File: src/rtl/tape_arbiter_if.sv
// tape_arbiter_if: requester handshakes plus the single RAM port of the tape arbiter.
interface tape_arbiter_if #(parameter int ADDR_W = 12);
  logic              cpu_req, dbg_req, vga_req;
  logic              cpu_we, dbg_we;
  logic [ADDR_W-1:0] cpu_addr, dbg_addr, vga_addr;
  logic [7:0]        cpu_wdata, dbg_wdata;
  logic              cpu_gnt, dbg_gnt, vga_gnt;
  logic              cpu_rvalid, dbg_rvalid, vga_rvalid;
  logic [7:0]        rdata;
  logic              mem_en, mem_we;
  logic [ADDR_W-1:0] mem_addr;
  logic [7:0]        mem_wdata, mem_rdata;
  modport slave (
    input  cpu_req, dbg_req, vga_req, cpu_we, dbg_we, cpu_addr, dbg_addr, vga_addr,
           cpu_wdata, dbg_wdata, mem_rdata,
    output cpu_gnt, dbg_gnt, vga_gnt, cpu_rvalid, dbg_rvalid, vga_rvalid, rdata,
           mem_en, mem_we, mem_addr, mem_wdata
  );
  modport master (
    output cpu_req, dbg_req, vga_req, cpu_we, dbg_we, cpu_addr, dbg_addr, vga_addr,
           cpu_wdata, dbg_wdata, mem_rdata,
    input  cpu_gnt, dbg_gnt, vga_gnt, cpu_rvalid, dbg_rvalid, vga_rvalid, rdata,
           mem_en, mem_we, mem_addr, mem_wdata
  );
endinterface

File: src/rtl/tape_arbiter.sv
// tape_arbiter: CPU-priority arbiter for the tape RAM with starvation escape and dbg/vga round robin.
module tape_arbiter #(
  parameter int ADDR_W       = 12,
  parameter int STARVE_LIMIT = 8
) (
  input logic           clk,
  input logic           resetn,
  tape_arbiter_if.slave bus
);
  localparam logic [7:0] LIM = 8'(STARVE_LIMIT);
  logic [7:0]        dbg_wait_q, dbg_wait_d, vga_wait_q, vga_wait_d;
  logic              rr_q, rr_d, run_q;
  logic              cpu_rvalid_q, dbg_rvalid_q, vga_rvalid_q;
  logic              cpu_rvalid_d, dbg_rvalid_d, vga_rvalid_d;
  logic              go, dbg_st, vga_st, cpu_gnt, dbg_gnt, vga_gnt;
  logic [ADDR_W-1:0] mem_addr;
  always_comb begin
    // run_q holds grants off until the first edge after reset release
    go           = resetn & run_q;
    dbg_st       = bus.dbg_req & (dbg_wait_q == LIM);
    vga_st       = bus.vga_req & (vga_wait_q == LIM);
    dbg_gnt      = go & (dbg_st ? (!vga_st | !rr_q)
                                : (!vga_st & !bus.cpu_req & bus.dbg_req & (!bus.vga_req | !rr_q)));
    vga_gnt      = go & (vga_st ? (!dbg_st | rr_q)
                                : (!dbg_st & !bus.cpu_req & bus.vga_req & (!bus.dbg_req | rr_q)));
    cpu_gnt      = go & bus.cpu_req & !dbg_st & !vga_st;
    dbg_wait_d   = (!bus.dbg_req | dbg_gnt) ? 8'd0 : (dbg_wait_q == LIM) ? LIM : dbg_wait_q + 8'd1;
    vga_wait_d   = (!bus.vga_req | vga_gnt) ? 8'd0 : (vga_wait_q == LIM) ? LIM : vga_wait_q + 8'd1;
    rr_d         = dbg_gnt ? 1'b1 : vga_gnt ? 1'b0 : rr_q;
    cpu_rvalid_d = cpu_gnt & !bus.cpu_we;
    dbg_rvalid_d = dbg_gnt & !bus.dbg_we;
    vga_rvalid_d = vga_gnt;
    mem_addr     = dbg_gnt ? bus.dbg_addr : vga_gnt ? bus.vga_addr : bus.cpu_addr;
  end
  always_ff @(posedge clk or negedge resetn)
    if (!resetn) begin
      dbg_wait_q   <= 8'd0;
      vga_wait_q   <= 8'd0;
      rr_q         <= 1'b0;
      run_q        <= 1'b0;
      cpu_rvalid_q <= 1'b0;
      dbg_rvalid_q <= 1'b0;
      vga_rvalid_q <= 1'b0;
    end else begin
      dbg_wait_q   <= dbg_wait_d;
      vga_wait_q   <= vga_wait_d;
      rr_q         <= rr_d;
      run_q        <= 1'b1;
      cpu_rvalid_q <= cpu_rvalid_d;
      dbg_rvalid_q <= dbg_rvalid_d;
      vga_rvalid_q <= vga_rvalid_d;
    end
  assign bus.cpu_gnt    = cpu_gnt;
  assign bus.dbg_gnt    = dbg_gnt;
  assign bus.vga_gnt    = vga_gnt;
  assign bus.cpu_rvalid = cpu_rvalid_q;
  assign bus.dbg_rvalid = dbg_rvalid_q;
  assign bus.vga_rvalid = vga_rvalid_q;
  assign bus.rdata      = bus.mem_rdata;
  assign bus.mem_en     = cpu_gnt | dbg_gnt | vga_gnt;
  assign bus.mem_we     = cpu_gnt ? bus.cpu_we : dbg_gnt & bus.dbg_we;
  assign bus.mem_addr   = mem_addr;
  assign bus.mem_wdata  = dbg_gnt ? bus.dbg_wdata : bus.cpu_wdata;
endmodule

File: src/flat_wrapper.sv
// flat-port wrapper written by rule: the top's interface ports become plain ports
module tape_arbiter_flat 
#(
  parameter int ADDR_W       = 12,
  parameter int STARVE_LIMIT = 8
)
  (clk, resetn, bus_cpu_req, bus_dbg_req, bus_vga_req, bus_cpu_we, bus_dbg_we, bus_cpu_addr, bus_dbg_addr, bus_vga_addr, bus_cpu_wdata, bus_dbg_wdata, bus_mem_rdata, bus_cpu_gnt, bus_dbg_gnt, bus_vga_gnt, bus_cpu_rvalid, bus_dbg_rvalid, bus_vga_rvalid, bus_rdata, bus_mem_en, bus_mem_we, bus_mem_addr, bus_mem_wdata);
  tape_arbiter_if #(.ADDR_W(ADDR_W)) bus_i ();
  input logic clk;
  input logic resetn;
  input wire logic [$bits(bus_i.cpu_req)-1:0] bus_cpu_req;
  input wire logic [$bits(bus_i.dbg_req)-1:0] bus_dbg_req;
  input wire logic [$bits(bus_i.vga_req)-1:0] bus_vga_req;
  input wire logic [$bits(bus_i.cpu_we)-1:0] bus_cpu_we;
  input wire logic [$bits(bus_i.dbg_we)-1:0] bus_dbg_we;
  input wire logic [$bits(bus_i.cpu_addr)-1:0] bus_cpu_addr;
  input wire logic [$bits(bus_i.dbg_addr)-1:0] bus_dbg_addr;
  input wire logic [$bits(bus_i.vga_addr)-1:0] bus_vga_addr;
  input wire logic [$bits(bus_i.cpu_wdata)-1:0] bus_cpu_wdata;
  input wire logic [$bits(bus_i.dbg_wdata)-1:0] bus_dbg_wdata;
  input wire logic [$bits(bus_i.mem_rdata)-1:0] bus_mem_rdata;
  output wire logic [$bits(bus_i.cpu_gnt)-1:0] bus_cpu_gnt;
  output wire logic [$bits(bus_i.dbg_gnt)-1:0] bus_dbg_gnt;
  output wire logic [$bits(bus_i.vga_gnt)-1:0] bus_vga_gnt;
  output wire logic [$bits(bus_i.cpu_rvalid)-1:0] bus_cpu_rvalid;
  output wire logic [$bits(bus_i.dbg_rvalid)-1:0] bus_dbg_rvalid;
  output wire logic [$bits(bus_i.vga_rvalid)-1:0] bus_vga_rvalid;
  output wire logic [$bits(bus_i.rdata)-1:0] bus_rdata;
  output wire logic [$bits(bus_i.mem_en)-1:0] bus_mem_en;
  output wire logic [$bits(bus_i.mem_we)-1:0] bus_mem_we;
  output wire logic [$bits(bus_i.mem_addr)-1:0] bus_mem_addr;
  output wire logic [$bits(bus_i.mem_wdata)-1:0] bus_mem_wdata;
  assign bus_i.cpu_req = bus_cpu_req;
  assign bus_i.dbg_req = bus_dbg_req;
  assign bus_i.vga_req = bus_vga_req;
  assign bus_i.cpu_we = bus_cpu_we;
  assign bus_i.dbg_we = bus_dbg_we;
  assign bus_i.cpu_addr = bus_cpu_addr;
  assign bus_i.dbg_addr = bus_dbg_addr;
  assign bus_i.vga_addr = bus_vga_addr;
  assign bus_i.cpu_wdata = bus_cpu_wdata;
  assign bus_i.dbg_wdata = bus_dbg_wdata;
  assign bus_i.mem_rdata = bus_mem_rdata;
  assign bus_cpu_gnt = bus_i.cpu_gnt;
  assign bus_dbg_gnt = bus_i.dbg_gnt;
  assign bus_vga_gnt = bus_i.vga_gnt;
  assign bus_cpu_rvalid = bus_i.cpu_rvalid;
  assign bus_dbg_rvalid = bus_i.dbg_rvalid;
  assign bus_vga_rvalid = bus_i.vga_rvalid;
  assign bus_rdata = bus_i.rdata;
  assign bus_mem_en = bus_i.mem_en;
  assign bus_mem_we = bus_i.mem_we;
  assign bus_mem_addr = bus_i.mem_addr;
  assign bus_mem_wdata = bus_i.mem_wdata;
  tape_arbiter #(.ADDR_W(ADDR_W), .STARVE_LIMIT(STARVE_LIMIT)) u_core (.clk(clk), .resetn(resetn), .bus(bus_i));
endmodule
File: config.mk
export PLATFORM = sky130hd
export DESIGN_NAME = tape_arbiter_flat
export DESIGN_NICKNAME = d
export VERILOG_FILES = /design/src/rtl/tape_arbiter_if.sv /design/src/rtl/tape_arbiter.sv /design/src/flat_wrapper.sv
export SDC_FILE = /design/constraint.sdc
export NUM_CORES = 1
export LEC_CHECK = 0
export BUFFER_PORTS_ARGS = -buffer_cell sky130_fd_sc_hd__buf_2
export CAP_MARGIN = 10
export CORE_ASPECT_RATIO = 0.7
export CORE_MARGIN = 5
export CORE_UTILIZATION = 39
export CTS_CLUSTER_DIAMETER = 60
export CTS_CLUSTER_SIZE = 16
export DETAILED_ROUTE_END_ITERATION = 8
export PLACE_DENSITY = 0.77
export SLEW_MARGIN = 20
export SYNTH_ARGS = -nofsm -noshare
export SYNTH_HDL_FRONTEND = slang
export SYNTH_SLANG_ARGS = --single-unit
File: constraint.sdc
create_clock -name clk -period 2.9 [get_ports clk]
set_clock_uncertainty 0.05 [all_clocks]
set_input_delay 0.87 -clock clk [delete_from_list [all_inputs] [get_ports clk]]
set_output_delay 0.87 -clock clk [all_outputs]
set_load 0.05 [all_outputs]
## After elaboration in Yosys (flattened, before gate mapping)

Index checks and enable logic that the tools add are counted.

| storage, ports and cells | value |
|---|---|
| register bits | 21 |
| latch bits | 0 |
| RAM bits | 0 |
| ROM bits | 0 |
| output and inout port bits | 36 |
| word-level logic and storage cells | 57 |
| memories | 0 |

| cells by class | value |
|---|---|
| add/sub/neg operators | 2 |
| $mul | 0 |
| divide/modulo/power cells | 0 |
| magnitude comparators | 0 |
| equal/unequal tests | 2 |
| shift-type cells | 0 |
| muxes and demuxes | 12 |
| bitwise gates (word level) | 25 |
| reductions and logical operators | 9 |

Operator list:

| kind | count |
|---|---|
| two-way mux 8 bit | 5 |
| two-way mux 12 bit | 2 |
| bitwise AND 1 bit | 17 |
| adder 8 x 1 -> 8 bit, second input constant | 2 |
| == test 8 x 4 -> 1 bit, second input constant | 2 |
| zero test 1 bit | 8 |
| OR 1 bit | 8 |
| two-way mux 1 bit | 5 |
| nonzero test 2 bit | 1 |

## Longest topological paths before layout

Gate-level depths: netlist of run 1.

| logic depth | value |
|---|---|
| depth after elaboration | 10 |
| depth in mapped cells | 9 |
| mapped depth without buffers | 8 |

## Least setup slack after synthesis of run 1

OpenSTA, ideal clock, no wires.

| timing | value |
|---|---|
| kind | reg2out |
| from | register u_core.dbg_wait_q[0] |
| to | output port bus_mem_we |
| arrival | 2491 ps |
| setup slack | -511 ps |
| stages on the path, launching flop included | 9 |
| cell sequence | dfrtp_1 inv_1 ha_1 nor4b_2 and3_1 and2_1 or4b_1 inv_1 a22o_1 |

| between the ends | value |
|---|---|
| word-level cells in the longest chain between the ends | 6 |

RTL lines:

| element | RTL line | text |
|---|---|---|
| from (decl) | tape_arbiter.sv:11 | `logic [7:0] dbg_wait_q, dbg_wait_d, vga_wait_q, vga_wait_d;` |
| from (signal assigned) | tape_arbiter.sv:45 | `dbg_wait_q <= dbg_wait_d;` |
| == test 8 x 4 -> 1 bit | tape_arbiter.sv:20 | `dbg_st = bus.dbg_req & (dbg_wait_q == LIM);` |
| bitwise AND 1 bit | tape_arbiter.sv:20 |  |
| zero test 1 bit | tape_arbiter.sv:26 | `cpu_gnt = go & bus.cpu_req & !dbg_st & !vga_st;` |
| bitwise AND 1 bit (2 in series) | tape_arbiter.sv:26 |  |
| net bus_cpu_gnt | flat_wrapper.sv:22 | `output wire logic [$bits(bus_i.cpu_gnt)-1:0] bus_cpu_gnt;` |
| two-way mux 1 bit | tape_arbiter.sv:61 | `assign bus.mem_we = cpu_gnt ? bus.cpu_we : dbg_gnt & bus.dbg_we;` |
| to (decl) | flat_wrapper.sv:30 | `output wire logic [$bits(bus_i.mem_we)-1:0] bus_mem_we;` |

The timed path passes the listed nets, and every way through them passes these cells.

## Final worst setup path of run 1

| timing | value |
|---|---|
| from | register u_core.vga_wait_q[4] |
| to | output port bus_mem_addr[10] |

| between the ends | value |
|---|---|
| word-level cells in the longest chain between the ends | 9 |

RTL lines:

| element | RTL line | text |
|---|---|---|
| from (decl) | tape_arbiter.sv:11 |  |
| from (signal assigned) | tape_arbiter.sv:46 | `vga_wait_q <= vga_wait_d;` |
| == test 8 x 4 -> 1 bit * | tape_arbiter.sv:21 | `vga_st = bus.vga_req & (vga_wait_q == LIM);` |
| bitwise AND 1 bit * | tape_arbiter.sv:21 |  |
| zero test 1 bit | tape_arbiter.sv:22, tape_arbiter.sv:23 |  |
| bitwise AND 1 bit (3 in series) | tape_arbiter.sv:23 | `: (!vga_st & !bus.cpu_req & bus.dbg_req & (!bus.vga_req \| !rr_q)));` |
| two-way mux 1 bit | tape_arbiter.sv:22 | `dbg_gnt = go & (dbg_st ? (!vga_st \| !rr_q)` |
| bitwise AND 1 bit | tape_arbiter.sv:22 |  |
| two-way mux 12 bit * | tape_arbiter.sv:33 | `mem_addr = dbg_gnt ? bus.dbg_addr : vga_gnt ? bus.vga_addr : bus.cpu_addr;` |
| to (decl) | flat_wrapper.sv:31 | `output wire logic [$bits(bus_i.mem_addr)-1:0] bus_mem_addr;` |

Every way passes the cells marked *; elsewhere a longest branch is shown, timed or not.

==> results of run 1 <==
metal layers:
metal  vias up  share of wire (%)  wire length [µm]
li1        870                  -                 -
met2        69                 51              2860
met1       854                 41              2280
met5         -                  0                 0
met3         8                7.7               435
met4         0               0.77                43
timing repair:
item,in CTS,in global routing
endpoints found under the setup margin,25,25
gates resized for setup,58,13
gates cloned,1,0
pin swaps,2,2
setup buffers,1,4
power breakdown:
group | total, W | leakage (nW) | switching, W | internal (W)
Clock | 0.000192 | 0.0228 | 0.0000942 | 0.0000980
Combinational | 0.000363 | 1.07 | 0.000204 | 0.000158
Sequential | 0.000313 | 0.284 | 0.00000929 | 0.000304
Total | 0.000868 | 1.38 | 0.000308 | 0.000561
registers in the layout, indices dropped and copies added, names as in the netlist:
| name | flops |
|---|---|
| u_core.bus.dbg_rvalid | 1 |
| u_core.vga_wait_q | 8 |
| u_core.rr_q | 1 |
| u_core.dbg_wait_q | 8 |
| u_core.run_q | 1 |
| u_core.bus.cpu_rvalid | 1 |
| u_core.bus.vga_rvalid | 1 |
critical path, cell delays in order, from the launching register on:
cell and delay (ns):
dfrtp_1 0.41, nor4b_4 0.37, nand4_2 0.24, buf_6 0.18, o211ai_1 0.20, nand2_1 0.16
clkinv_2 0.11, buf_12 0.17, o221ai_4 0.12, buf_6 0.17
kinds of logic (layout without fill, tap and decap cells):
| kind of cell | count (synthesis) | count (layout) | share of synthesized area (%) |
|---|---|---|---|
| flops | 21 | 21 | 31.4 |
| compound gates | 36 | 36 | 18.9 |
| mux | 8 | 8 | 7.17 |
| buf+inv | 38 | 150 | 12.1 |
| other cells | 1 | 1 | 0.224 |
| simple gates | 64 | 64 | 21.0 |
| xor+xnor | 12 | 12 | 6.27 |
| fa+ha+maj | 4 | 4 | 2.99 |
layout make-up:
cell class	count	area (µm²)
Sequential cell	21	526
Timing Repair inverter	1	8.76
Tap cell	52	65.1
Timing Repair Buffer	122	908
Clock buffer	4	45.0
Fill cell	299	1270
Inverter	23	98.8
Multi-Input combinational cell	125	1120
cells in the final DEF (no fill, tap or decap), types with 3 or more instances in the layout:
| master | Yosys | layout |
|---|---|---|
| and3_1 | 7 | 6 |
| buf_2 | 1 | 61 |
| buf_4 | 9 | 31 |
| buf_6 | 1 | 24 |
| buf_8 | 1 | 4 |
| clkbuf_8 | 0 | 3 |
| dfrtp_1 | 21 | 21 |
| ha_1 | 4 | 4 |
| inv_1 | 21 | 20 |
| mux2_4 | 8 | 8 |
| nand2_1 | 5 | 5 |
| nand3_1 | 24 | 23 |
| nor2_1 | 19 | 19 |
| o21ai_0 | 13 | 6 |
| o21ai_1 | 1 | 8 |
| o221ai_2 | 9 | 4 |
| o221ai_4 | 0 | 9 |
| xnor2_1 | 4 | 4 |
| xor2_1 | 8 | 8 |
worst paths after layout:
check                                                    start                        endpoint
max in group asynchronous                               resetn  u_core.dbg_wait_q[0]$_DFF_PN0_
worst max register to register  u_core.vga_wait_q[4]$_DFF_PN0_  u_core.vga_wait_q[3]$_DFF_PN0_
worst min-delay path                                    resetn         u_core.rr_q$_DFFE_PN0P_
worst max-delay path            u_core.vga_wait_q[4]$_DFF_PN0_                bus_mem_addr[10]
worst min register to register  u_core.vga_wait_q[0]$_DFF_PN0_  u_core.vga_wait_q[0]$_DFF_PN0_
min in group clk                u_core.vga_wait_q[0]$_DFF_PN0_  u_core.vga_wait_q[0]$_DFF_PN0_
through the flow:
stage / area, µm² / power (W)
5_1_grt: 2770 / 0.000920
4_1_cts: 2710 / 0.000867
3_5_place_dp: 2470 / 0.000632
2_1_floorplan: 1840 / 0.000548
3_3_place_gp: 2470 / 0.000625
6_report: 2770 / 0.000868
==> impl_metrics.json, run 1 <==
{
  "cts_tree": "yes",
  "synth_flop_cell": "dfrtp_1",
  "power.density_nw_per_um2": 313,
  "status": "complete, but fails checks",
  "cts.htree.levels": 1,
  "dp.cells": 339,
  "path_clk_slew_ns": 0.07,
  "top_usage_layer": "met2",
  "antenna_found_initial": 0,
  "ys_ff_latch": 21,
  "drive_gt1_share_pct": 54.1,
  "cts.sinks": 21,
  "cts_buffer_depth": 2,
  "fin_setup_tns_ns": -9.27,
  "grt_overflow": 0,
  "setup_ws_ns": -0.419,
  "hold_viol_final": 0,
  "hold_class": "in -> async",
  "coreArea_um2": 4040,
  "dp_hpwl_um": 4120,
  "p_leak_nw": 1.38,
  "area_delta_synth_final_pct": 65.6,
  "synth-async-reset-ratio_pct": 100,
  "rsz0062_at_grt": "true",
  "core.rowCount": 19,
  "synthCells": 184,
  "drcViolationCount": 0,
  "critPathMaxFanout": 11,
  "synth_top_area_cell": "dfrtp_1",
  "worst_setup_path_start_kind": "flop",
  "violations": "negative setup slack",
  "cp-end-kind": "output port",
  "worstPathArrival_ns": 2.40,
  "final_max_slew_viol_count": 0,
  "fmax_ghz": 0.301,
  "drtPass1Iterations": 4,
  "cts-buffers-inserted": 3,
  "synth.distinct_cells": 38,
  "drt_iter0_drc": 95,
  "reg2reg_slack_ns": 0.82,
  "worstRegToRegCells": 8,
  "worstMarginPinSlew_ns": 0.498,
  "ys_warn_count": 0,
  "die_area_um2": 5730,
  "period_minus_slack_ns": 3.32,
  "syn_area_per_cell_um2": 9.11,
  "grt_util_met1_pct": 25.1,
  "die_h_um": 64.8,
  "syn_nets": 255,
  "start_util_pct": 41.5,
  "drt-total-wl_um": 5610,
  "dp_slack_ns": -0.405,
  "synthDominantCellAreaShare_pct": 31.4,
  "placement.io_buffers": 86,
  "synthMostInstantiatedCell": "nand3_1",
  "n_antenna_cell": 0,
  "finalNonFillerCells": 348,
  "worstSetupPathType": "reg -> out",
  "root_buffer": "clkbuf_8",
  "cts_hold_buf": 0,
  "final_core_util_pct": 68.6,
  "ios": 103,
  "grt_max_degree": 20,
  "vias": 1801,
  "wl_per_cell_um": 16.1,
  "setup_viol": 25,
  "grt_pass1_vias": 1757,
  "grt_pass1_wl_um": 8430,
  "die-width_um": 88.3,
  "final_nets": 368,
  "avgViaCountPerCell": 5.18,
  "whs_ns": 0.453,
  "synth_edf_count": 0,
  "ant_nets": 0,
  "insertion_delay_ns": 0.26,
  "fin_crit_sh_pct": 114,
  "track_usage_pct": 18.9,
  "netlist_top_cells_count": "nand3_1 (24), dfrtp_1 (21), inv_1 (21), nor2_1 (19), o21ai_0 (13)",
  "grtUsageMet3_pct": 4.18,
  "synth-seq-area-share_pct": 31.4,
  "use_met2_pct": 32.0,
  "peakVddDrop_mv": 0.244,
  "syn-cell-area_um2": 1680,
  "maxCapViolations": 0,
  "ys_top_cells_by_area": "dfrtp_1 (31%), o221ai_2 (8.1%), nand3_1 (7.2%), mux2_4 (7.2%), inv_1 (4.7%)",
  "cp.required_ns": 1.98,
  "slew_headroom_pct": 66.6,
  "routabilityCongestion": 0.836
}
Note: power is estimated with default switching activity, not from simulation.
==> run 2, diff against run 1 <==
REMOVE_ABC_BUFFERS = 1   (was unset)
==> run 2 against run 1 <==
  * The flow still finishes with violations (negative setup slack)
  * Highest routed layer unchanged
  * Clock power about the same
  * Die area unchanged
  * Sequential power about the same
  * Total power decreased by 1.3%
==> impl_metrics.json, run 2 (same netlist as run 1, synthesis figures left out) <==
{
  "path_cells": "nor4b_4 -> nand4_2 -> a311oi_2 -> nand2_2 -> clkinv_4 -> o221ai_2 -> buf_6",
  "final_common_cell": "buf_2",
  "cp-end-kind": "output port",
  "grt_pass1_wl_um": 8640,
  "fin_setup_tns_ns": -6.98,
  "cp_top_family": "simple AND/OR/NAND/NOR gates",
  "p_leak_nw": 1.37,
  "root_buffer": "clkbuf_8",
  "final_max_slew_viol_count": 0,
  "insertion_delay_ns": 0.26,
  "final_nets": 370,
  "cts_tree": "yes",
  "grt_max_degree": 17,
  "dp.cells": 339,
  "ios": 103,
  "fill_cells": 320,
  "avgViaCountPerCell": 5.26,
  "worstSetupStartpoint": "u_core.vga_wait_q[7]$_DFF_PN0_",
  "core.rowCount": 19,
  "setup_viol": 25,
  "cts_hold_buf": 0,
  "grt_pass1_vias": 1807,
  "regToRegStartpoint": "u_core.dbg_wait_q[0]$_DFF_PN0_",
  "hold_viol_final": 0,
  "critPathMaxFanout": 8,
  "drt-total-wl_um": 5930,
  "maxCapViolations": 0,
  "rsz0062_at_grt": "true",
  "n_antenna_cell": 0,
  "cts.sinks": 21,
  "coreArea_um2": 4040,
  "antenna_found_initial": 0,
  "cts_buffer_depth": 2,
  "worst_setup_path_start_kind": "flop",
  "drtPass1Iterations": 4,
  "finalNonFillerCells": 350,
  "cts.htree.levels": 1,
  "die-width_um": 88.3,
  "dp_slack_ns": -0.432,
  "power.density_nw_per_um2": 316,
  "die_h_um": 64.8,
  "start_util_pct": 41.5,
  "hold_depth": 2,
  "die_area_um2": 5730,
  "cts-buffers-inserted": 3,
  "cp.required_ns": 1.98,
  "reg_top3": "u_core.dbg_wait_q (8), u_core.vga_wait_q (8)",
  "routabilityCongestion": 0.856,
  "path_clk_slew_ns": 0.07,
  "vias": 1840,
  "crit_cells": 7,
  "drt_iter0_drc": 138,
  "crit_end": "bus_mem_addr[9]",
  "grt_overflow": 0,
  "slew_headroom_pct": 63.4,
  "seq_area_um2": 526,
  "status": "complete, but fails checks",
  "wl_per_cell_um": 16.9,
  "area_delta_synth_final_pct": 62.1,
  "slowest_stage": "dfrtp_1",
  "dp_hpwl_um": 4030,
  "worstRegToRegCells": 10,
  "fmax_ghz": 0.310,
  "critical-path-max-stage-delay_ns": 0.42,
  "worstPathArrival_ns": 2.31,
  "worstMarginPinSlew_ns": 0.546,
  "ant_nets": 0,
  "placement.io_buffers": 86,
  "drive_gt1_share_pct": 54.7,
  "track_usage_pct": 18.8,
  "setup_ws_ns": -0.327,
  "final_cell_mix": "buf_2 (61), buf_4 (32), buf_6 (26)",
  "peakVddDrop_mv": 0.197,
  "reg2reg_to": "u_core.vga_wait_q[3]$_DFF_PN0_",
  "violations": "negative setup slack",
  "hold_class": "reg -> reg",
  "reg2reg_slack_ns": 0.82,
  "period_minus_slack_ns": 3.23,
  "critPathBufInv": 2,
  "multi_input_area_um2": 1060,
  "fin_crit_sh_pct": 111,
  "worstSetupPathType": "reg -> out",
  "drcViolationCount": 0
}
-- run 2: cell count changes in the layout (fill, tap and decap cells not counted), sizes merged --
cell,previous run,this run
inv,22,23
buf,122,123
clkinvlp,1,0
clkinv,1,2
-- run 2: cell type report --
class	instances	area share (%)
sequential	21	19.4
timing repair inverter	2	0.645
timing repair buffer	123	33.1
tap	52	2.40
inverter	23	3.73
clock buffer	4	1.66
multi-input combinational	125	39.1
-- run 2: tightest hold or removal path: cells and delay by family (launching register included) --
| family | cells | cell delay (ns) |
|---|---|---|
| buffers and inverters | 1 | 0.12 |
| flip-flops | 1 | 0.35 |
| AND/OR/NAND/NOR | 1 | 0.04 |
-- run 2: repair_timing --
| item | 4_1_cts | 5_1_grt |
|---|---|---|
| gates cloned | 2 | 0 |
| pin swaps | 6 | 2 |
| resized for setup | 69 | 14 |
| endpoints found under the setup margin | 25 | 25 |
| setup buffers | 3 | 3 |
-- run 2: where the power goes --
group	leakage (nW)	internal [W]	switching, W	total, W
Sequential	0.284	0.000304	0.00000903	0.000313
Clock	0.0228	0.0000979	0.0000963	0.000194
Combinational	1.07	0.000149	0.000200	0.000350
-- run 2: worst min-delay path by stage --
stage	slack, ns	end	from
floorplan	0.42	u_core.vga_wait_q[0]$_DFF_PN0_	u_core.vga_wait_q[0]$_DFF_PN0_
global placement	0.48	u_core.vga_wait_q[0]$_DFF_PN0_	u_core.vga_wait_q[0]$_DFF_PN0_
detailed placement	0.48	u_core.vga_wait_q[0]$_DFF_PN0_	u_core.vga_wait_q[0]$_DFF_PN0_
CTS	0.49	u_core.vga_wait_q[0]$_DFF_PN0_	u_core.vga_wait_q[0]$_DFF_PN0_
global route	0.52	u_core.dbg_wait_q[0]$_DFF_PN0_	u_core.dbg_wait_q[0]$_DFF_PN0_
finish	0.49	u_core.vga_wait_q[0]$_DFF_PN0_	u_core.vga_wait_q[0]$_DFF_PN0_
-- run 2: stage by stage --
stage	hold slack (ns)	area (µm²)	power, W	utilization, %
final	0.490	2720	0.000857	67.2
after global routing	0.524	2720	0.000900	67.2
after CTS	0.493	2610	0.000844	64.7
after detailed placement	0.479	2300	0.000606	56.9
after global placement	0.477	2300	0.000602	56.9
after floorplan	0.418	1570	0.000493	-
-- run 2: routing by layer --
| metal | wire length, µm | track usage, % | vias up |
|---|---|---|---|
| met4 | 74 | 1.51 | 0 |
| met3 | 725 | 6.08 | 6 |
| met1 | 2140 | 23.4 | 848 |
| met5 | 0 | 0 | - |
| li1 | - | - | 874 |
| met2 | 2980 | 32.9 | 112 |
==> run 3, diff against run 2 <==
--- a/constraint.sdc
+++ b/constraint.sdc
@@ -4,2 +4,2 @@
 set_output_delay 0.87 -clock clk [all_outputs]
-set_load 0.05 [all_outputs]
+set_load 0.1 [all_outputs]
==> run 3 against run 2 <==
  * The run still ends with negative setup slack left
  * Sequential power barely moved
  * Global-route usage rose by 6.1 points
  * Cell area rose by 22%
  * Critical path depth up 3
  * Sequential cell count is the same
  * Clock-buffer cell count down 1
  * Hold slack better by 0.024 ns
  * Critical path type unchanged
  * Largest power group unchanged
  * Highest routed layer unchanged
==> impl_metrics.json, run 3 (same netlist as run 1, synthesis figures left out) <==
{
  "rsz0062_at_grt": "true",
  "core.rowCount": 19,
  "grt_pass1_vias": 2143,
  "path_cells": "inv_1 -> ha_1 -> nor4b_4 -> buf_4 -> nand3_1 -> o21a_1 -> buf_4 -> o21ai_0 -> o221ai_4 -> buf_12",
  "coreArea_um2": 4040,
  "vias": 2097,
  "track_usage_pct": 24.9,
  "drtPass1Iterations": 4,
  "n_antenna_cell": 0,
  "cp_top_family": "compound AO/OA/AOI/OAI gates",
  "cts_buffer_depth": 2,
  "cts-buffers-inserted": 3,
  "final_nets": 383,
  "drt-total-wl_um": 8260,
  "fin_crit_sh_pct": 125,
  "finalNonFillerCells": 363,
  "worst_setup_path_start_kind": "flop",
  "cts_tree": "yes",
  "regToRegStartpoint": "u_core.dbg_wait_q[0]$_DFF_PN0_",
  "stdcell_area_um2": 3320,
  "cp-end-kind": "output port",
  "drt_iter0_drc": 144,
  "hold_class": "in -> async",
  "path_clk_slew_ns": 0.08,
  "reg2reg_slack_ns": 0.62,
  "root_buffer": "clkbuf_8",
  "worstRegToRegCells": 11,
  "hold_viol_final": 0,
  "insertion_delay_ns": 0.27,
  "dp_hpwl_um": 4520,
  "grt_util_met1_pct": 25.8,
  "slowest_stage": "o21ai_0",
  "drive_gt1_share_pct": 61.1,
  "routabilityCongestion": 0.837,
  "ios": 103,
  "fmax_ghz": 0.275,
  "crit_top_cell": "buf_4",
  "die_area_um2": 5730,
  "period_minus_slack_ns": 3.63,
  "ant_nets": 0,
  "top_usage_layer": "met2",
  "power.density_nw_per_um2": 325,
  "status": "complete, but fails checks",
  "use_met2_pct": 45.0,
  "maxCapViolations": 0,
  "drcViolationCount": 0,
  "cts.sinks": 21,
  "cp.required_ns": 1.98,
  "final_max_slew_viol_count": 0,
  "setup_viol": 25,
  "die_h_um": 64.8,
  "p_leak_nw": 1.56,
  "critPathMaxFanout": 12,
  "worstMarginPinSlew_ns": 0.619,
  "dp.cells": 345,
  "cts.htree.levels": 1,
  "avgViaCountPerCell": 5.78,
  "start_util_pct": 41.5,
  "placed_area_um2": 2610,
  "final_cell_mix": "buf_2 (61), buf_4 (38), buf_12 (29)",
  "reg2reg_to": "u_core.vga_wait_q[3]$_DFF_PN0_",
  "grt_overflow": 0,
  "setup_ws_ns": -0.732,
  "whs_ns": 0.514,
  "worstSetupPathType": "reg -> out",
  "power_w": 0.00108,
  "antenna_found_initial": 0,
  "fill_cells": 221,
  "violations": "negative setup slack",
  "slew_headroom_pct": 58.3,
  "peakVddDrop_mv": 0.240,
  "worstPathArrival_ns": 2.71,
  "grt_pass1_wl_um": 10900,
  "die-width_um": 88.3,
  "wl_per_cell_um": 22.8,
  "placement.io_buffers": 86,
  "final_common_cell": "buf_2",
  "reg_top3": "u_core.dbg_wait_q (8), u_core.vga_wait_q (8)",
  "grt_max_degree": 13,
  "area_delta_synth_final_pct": 98.1,
  "grtUsageMet3_pct": 9.11,
  "critPathBufInv": 4,
  "critical-path-max-stage-delay_ns": 0.51
}
-- run 3: timing repair --
| action | in CTS | in global routing |
|---|---|---|
| endpoints found under the setup margin | 25 | 25 |
| hold buffers | 0 | 0 |
| setup buffers | 4 | 6 |
| cloned | 4 | 0 |
| endpoints found under the hold margin | 0 | 0 |
| pin swaps | 8 | 21 |
| gates resized for setup | 72 | 45 |
-- run 3: how the worst max path moves through the flow --
stage               slack (ns)                      startpoint  cells after the start               end
floorplan                -1.82  u_core.dbg_wait_q[0]$_DFF_PN0_                      8   bus_mem_addr[0]
global placement         -0.45                     bus_vga_req                      7  bus_mem_wdata[3]
detailed placement       -0.49                          resetn                      8  bus_mem_wdata[6]
CTS                      -0.37  u_core.vga_wait_q[7]$_DFF_PN0_                      8   bus_mem_addr[5]
global route             -0.83  u_core.dbg_wait_q[0]$_DFF_PN0_                     10   bus_mem_addr[8]
finish                   -0.73  u_core.dbg_wait_q[0]$_DFF_PN0_                     10   bus_mem_addr[8]
-- run 3: final cells by class --
class                           count  area, µm²  area share [%]
Timing Repair Buffer              136       1260            37.9
Multi-Input combinational cell    125       1290            39.0
Inverter                           23        104            3.13
Sequential cell                    21        526            15.8
Tap cell                           52       65.1            1.96
Timing Repair inverter              2       25.0           0.754
Clock buffer                        3       41.3            1.24
Clock inverter                      1       5.00           0.151
-- run 3: report_power, final --
part | internal (W) | switching, W
logic | 0.000220 | 0.000347
registers | 0.000304 | 0.0000103
clock network | 0.0000959 | 0.000100
total | 0.000620 | 0.000457
-- run 3: per-layer routing --
| metal | vias up | share of wire, % |
|---|---|---|
| met5 | - | 0 |
| met4 | 0 | 6.4 |
| met3 | 45 | 10 |
| met2 | 159 | 51 |
| met1 | 995 | 33 |
| li1 | 898 | - |
-- run 3: per-stage QoR --
stage | utilization (%) | TNS (ns) | setup WS [ns]
floorplan | - | -24.89 | -1.82
global placement | 64.7 | -9.55 | -0.450
detailed placement | 64.7 | -10.13 | -0.492
CTS | 76.0 | -8.51 | -0.371
global route | 82.1 | -13.15 | -0.830
finish | 82.1 | -11.55 | -0.732
